### src/rtl/pipe_pkg.sv
// Shared definitions for the pipeline sequencing controller: FSM state
// encodings and the NOP word the stage squash logic writes into squashed stages.
package pipe_pkg;

  typedef enum logic [1:0] {
    RUN      = 2'd0,
    REDIRECT = 2'd1,
    DRAIN    = 2'd2,
    STALL    = 2'd3
  } state_t;

  localparam logic [31:0] NOP = 32'h0000_0000;

endpackage

### src/rtl/sat_counter.sv
// Saturating up-counter with enable and async active-high reset; sticks at
// all-ones so a long-running performance count never wraps back to a small value.
module sat_counter #(
  parameter int W = 16
) (
  input  logic         clk,
  input  logic         reset,
  input  logic         en,
  output logic [W-1:0] count
);

  // NOTE: sequential state uses non-blocking assignments so every flop samples
  // pre-edge values and simulation order cannot change the result.
  always_ff @(posedge clk or posedge reset) begin
    if (reset) begin
      count <= '0;
    end else if (en && (count != '1)) begin
      count <= count + W'(1);
    end
  end

endmodule

### src/rtl/pipe_ctl.sv
// Pipeline sequencing controller: arbitrates taken branches, load-use hazards
// and fetch completion into PC enable/redirect and per-stage squash/bubble controls.
module pipe_ctl
  import pipe_pkg::*;
#(
  parameter int FLUSH_DEPTH = 3,
  parameter int CNT_W       = 16
) (
  input  logic                   clk,
  input  logic                   reset,
  input  logic                   branch,
  input  logic                   hazard,
  input  logic                   imem_valid,
  output logic                   pc_en,
  output logic                   pc_redirect,
  output logic [FLUSH_DEPTH-1:0] flush,
  output logic                   bubble_s2,
  output logic [1:0]             state,
  output logic [CNT_W-1:0]       stall_cycles
);

  state_t cur;

  // Branch and hazard are ignored in REDIRECT/DRAIN: they come from wrong-path
  // instructions that are being squashed.
  always_ff @(posedge clk or posedge reset) begin
    if (reset) begin
      cur <= RUN;
    end else begin
      case (cur)
        RUN: begin
          if (branch)      cur <= REDIRECT;
          else if (hazard) cur <= STALL;
        end
        REDIRECT: cur <= DRAIN;
        DRAIN: begin
          if (imem_valid) cur <= RUN;
        end
        STALL: begin
          if (branch)       cur <= REDIRECT;
          else if (!hazard) cur <= RUN;
        end
      endcase
    end
  end

  // NOTE: every output gets a default before the case so no path leaves one
  // unassigned, which would otherwise infer a latch.
  always_comb begin
    pc_en       = 1'b0;
    pc_redirect = 1'b0;
    flush       = '0;
    bubble_s2   = 1'b0;
    if (reset) begin
      flush = '1;
    end else begin
      case (cur)
        RUN: begin
          pc_en     = imem_valid & ~hazard & ~branch;
          bubble_s2 = hazard & ~branch;
        end
        REDIRECT: begin
          pc_en       = 1'b1;
          pc_redirect = 1'b1;
          flush       = '1;
        end
        DRAIN: begin
          pc_en = imem_valid;
          flush = FLUSH_DEPTH'(1);
        end
        STALL: begin
          bubble_s2 = ~branch;
        end
      endcase
    end
  end

  assign state = cur;

  sat_counter #(.W(CNT_W)) u_stall_cnt (
    .clk   (clk),
    .reset (reset),
    .en    (~pc_en),
    .count (stall_cycles)
  );

endmodule

### config.mk
export PLATFORM = sky130hd
export DESIGN_NAME = pipe_ctl
export DESIGN_NICKNAME = d
export VERILOG_FILES = /design/src/rtl/pipe_pkg.sv /design/src/rtl/sat_counter.sv /design/src/rtl/pipe_ctl.sv
export SDC_FILE = /design/constraint.sdc
export NUM_CORES = 1
export LEC_CHECK = 0
export BUFFER_PORTS_ARGS = -buffer_cell sky130_fd_sc_hd__buf_4
export CAP_MARGIN = 20
export CORE_AREA = 4 4 53 55
export CTS_BUF_LIST = sky130_fd_sc_hd__clkbuf_8 sky130_fd_sc_hd__clkbuf_16
export CTS_CLUSTER_SIZE = 24
export DETAILED_ROUTE_END_ITERATION = 8
export DIE_AREA = 0 0 57 59
export GPL_TIMING_DRIVEN = 0
export PLACE_DENSITY = 0.72
export SLEW_MARGIN = 20
export SYNTH_ARGS = -nofsm -noshare
export SYNTH_HDL_FRONTEND = slang
export SYNTH_SLANG_ARGS = --single-unit
### constraint.sdc
create_clock -name clk -period 4.6 [get_ports clk]
set_input_delay 0.92 -clock clk [delete_from_list [all_inputs] [get_ports clk]]
set_output_delay 0.92 -clock clk [all_outputs]
set_load 0.01 [all_outputs]
==> impl_metrics.tcl <==
set metrics [dict create \
    reg2reg_depth 7 \
    vias 918 \
    diodes 0 \
    clk_pin_slew_worst_paths_ps 70 \
    setup_viol 0 \
    pwr-share-clk 0.138 \
    fin_tns_setup_ps 0 \
    p_per_area_mw_per_mm2 658 \
    setup_ws_ps 1480 \
    synth_flop_cell "dfrtp_1" \
    netSwitchingPower_uw 391 \
    grt-ovfl-total 0 \
    grt_max_degree 20 \
    drtIter0Drc 23 \
    clk_latency_ps 250 \
    finalHoldViolCount 0 \
    grt_antenna_before_repair 0 \
    port_buffers 28 \
    critPathTopFamily "buffers and inverters" \
    nFillCells 233 \
    clock_skew_ps 3.02 \
    clockBufferDepth 2 \
    clock-sinks 18 \
    ctsHoldBuffers 0 \
    critPathCaptureType "primary output" \
    cp_slowest_cell "a211oi_2" \
    synth_edf_count 0 \
    whs_path_depth 1 \
    syn_to_final_growth_pct 27.5 \
    outcome "finished, final reports clean" \
    max_clock_freq_mhz 321 \
    die_h_um 59 \
    rsz0062_at_grt "no" \
    avgSynthCellArea_um2 10.7 \
    min_to "u_stall_cnt.count[14]" \
    startpoint_type "input port" \
    final_cell_count_no_fill 165 \
    final_cell_mix "buf_4, dfrtp_1, xor2_1" \
    rows 18 \
    critPathKind "in2out" \
    switching_share 0.423 \
    ys_types 31 \
    ys_ff_latch 18 \
    hold_class "reg2reg" \
    synthArstFlopShare 1.00 \
    htreeDepth 1 \
    cts-root-buf "clkbuf_8" \
    cap_violations 0 \
    cp.required_ps 3680 \
    pwr-share-seq 0.357 \
    critPathArrivalTime_ps 2200 \
    start_util 0.462 \
    worst_slew_pin_slew_ps 703 \
    routed_via_density 5.56 \
    fp.dieW_um 57 \
    yosys_warnings 0 \
    cts_tree "done" \
    slowest_delay_ps 460 \
    post_cts_buffers 0 \
    slew_headroom 0.531 \
    track_usage 0.147 \
    hpwlAfterDp_um 1730 \
    grt_pass1_vias 882 \
    layout-drive-gt1-share 0.326 \
    core_area_mm2 0.00239 \
    reg2reg_from "state[1]" \
    crit_path_frequent_cell "buf_4" \
    cts_resized 0 \
    ioPinCount 29 \
    r2r_setup_slack_ps 2520 \
    final_common_cell "buf_4" \
    dp_slack_ps 1480 \
    drc 0 \
    wl_um 2280 \
    routabilityCongestion 0.814 \
    period_minus_slack_ps 3120 \
    hp-start "u_stall_cnt.count[14]" \
    nets 148 \
    vdd_drop_max_mv 0.431 \
    syn-num-nets 115 \
    p_int_uw 533 \
    syn_inst 103 \
    die_area_mm2 0.00336 \
    path_cells "buf_4 > nand4bb_1 > a211oi_2 > buf_2 > buf_4" \
    p_leak_uw 0.000621 \
    grt_pass1_wl_um 3900 \
    dr.pass1.iters 4 \
    ys_seq_area_frac 0.409 \
    cts_buffers 3 \
    pwr-share-comb 0.505 \
    fin_util 0.589 \
    cp_max_fo 10 \
    finalMaxSlewViolations 0 \
    cp_num_buf_inv 3 \
    wl_per_cell_um 13.8 \
    r2r-end "u_stall_cnt.count[2]" \
    synth_area_mm2 0.00110 \
    placed_cells_incl_taps 161 \
    antenna_left 0 \
    period_share 0.678 \
]
-- sequential cells by signal (all words and copies together) (netlist names) --
name and count:
u_stall_cnt.count 16, state 2
-- cell families after synthesis --
group	after synthesis	share of synthesized area
AOI/OAI and AO/OA	16	0.109
xor gates and xnor gates	14	0.111
adders and majority gates	7	0.0795
buffers and inverters	10	0.0454
DFF	18	0.409
muxes	4	0.0386
and+or+nand+nor	34	0.208
-- power by group through the flow --
stage | combinational, uW | sequential (uW) | clock [uW]
after floorplan | 253 | 349 | 0
after global placement | 460 | 331 | 0
after detailed placement | 471 | 333 | 0
after CTS | 474 | 331 | 133
after global routing | 518 | 348 | 141
final | 467 | 330 | 128
-- per-stage QoR --
| step | total power, uW | hold WS [ps] | instance area (um2) |
|---|---|---|---|
| 5_1_grt | 1010 | 561 | 1410 |
| 3_3_place_gp | 791 | 502 | 1350 |
| 2_1_floorplan | 602 | 534 | 1100 |
| 3_5_place_dp | 804 | 506 | 1350 |
| 6_report | 925 | 516 | 1410 |
| 4_1_cts | 938 | 521 | 1410 |
-- per-layer routing --
metal	wire length, um	up-vias	track usage	part of all wire
met5	0	-	0	0
met4	38	0	0.0762	0.017
met3	128	5	0.0283	0.056
met2	1110	28	0.238	0.49
met1	1000	443	0.188	0.44
li1	-	442	-	-
-- how the worst max path moves through the flow --
stage	from	end	slack [ps]	cells after the start
after floorplan	hazard	pc_en	1940	3
after global placement	hazard	pc_en	1500	5
after detailed placement	branch	pc_en	1480	5
after CTS	branch	pc_en	1480	5
after global routing	state[1]	pc_en	1380	6
final	branch	pc_en	1480	5
-- Yosys cell counts (4+ instances only) --
| master | count | area, um2 |
|---|---|---|
| nand3_1 | 8 | 40.0 |
| a211oi_1 | 5 | 37.5 |
| a21oi_1 | 4 | 20.0 |
| dfrtp_1 | 18 | 450 |
| ha_1 | 7 | 87.6 |
| inv_1 | 7 | 26.3 |
| a2111oi_0 | 4 | 35.0 |
| nor4_1 | 4 | 25.0 |
| xor2_1 | 13 | 114 |
| nand2_1 | 7 | 26.3 |
-- final cells by class --
class | instances | area (um2) | share of cell area
multi-input cells | 75 | 602 | 0.428
flip-flops and latches | 18 | 450 | 0.321
repair buffers | 28 | 210 | 0.150
clock buffers | 4 | 55.1 | 0.0392
well taps | 30 | 37.5 | 0.0267
inverters | 7 | 26.3 | 0.0187
plain buffers | 3 | 23.8 | 0.0169
(Power assumes the default switching activity.)
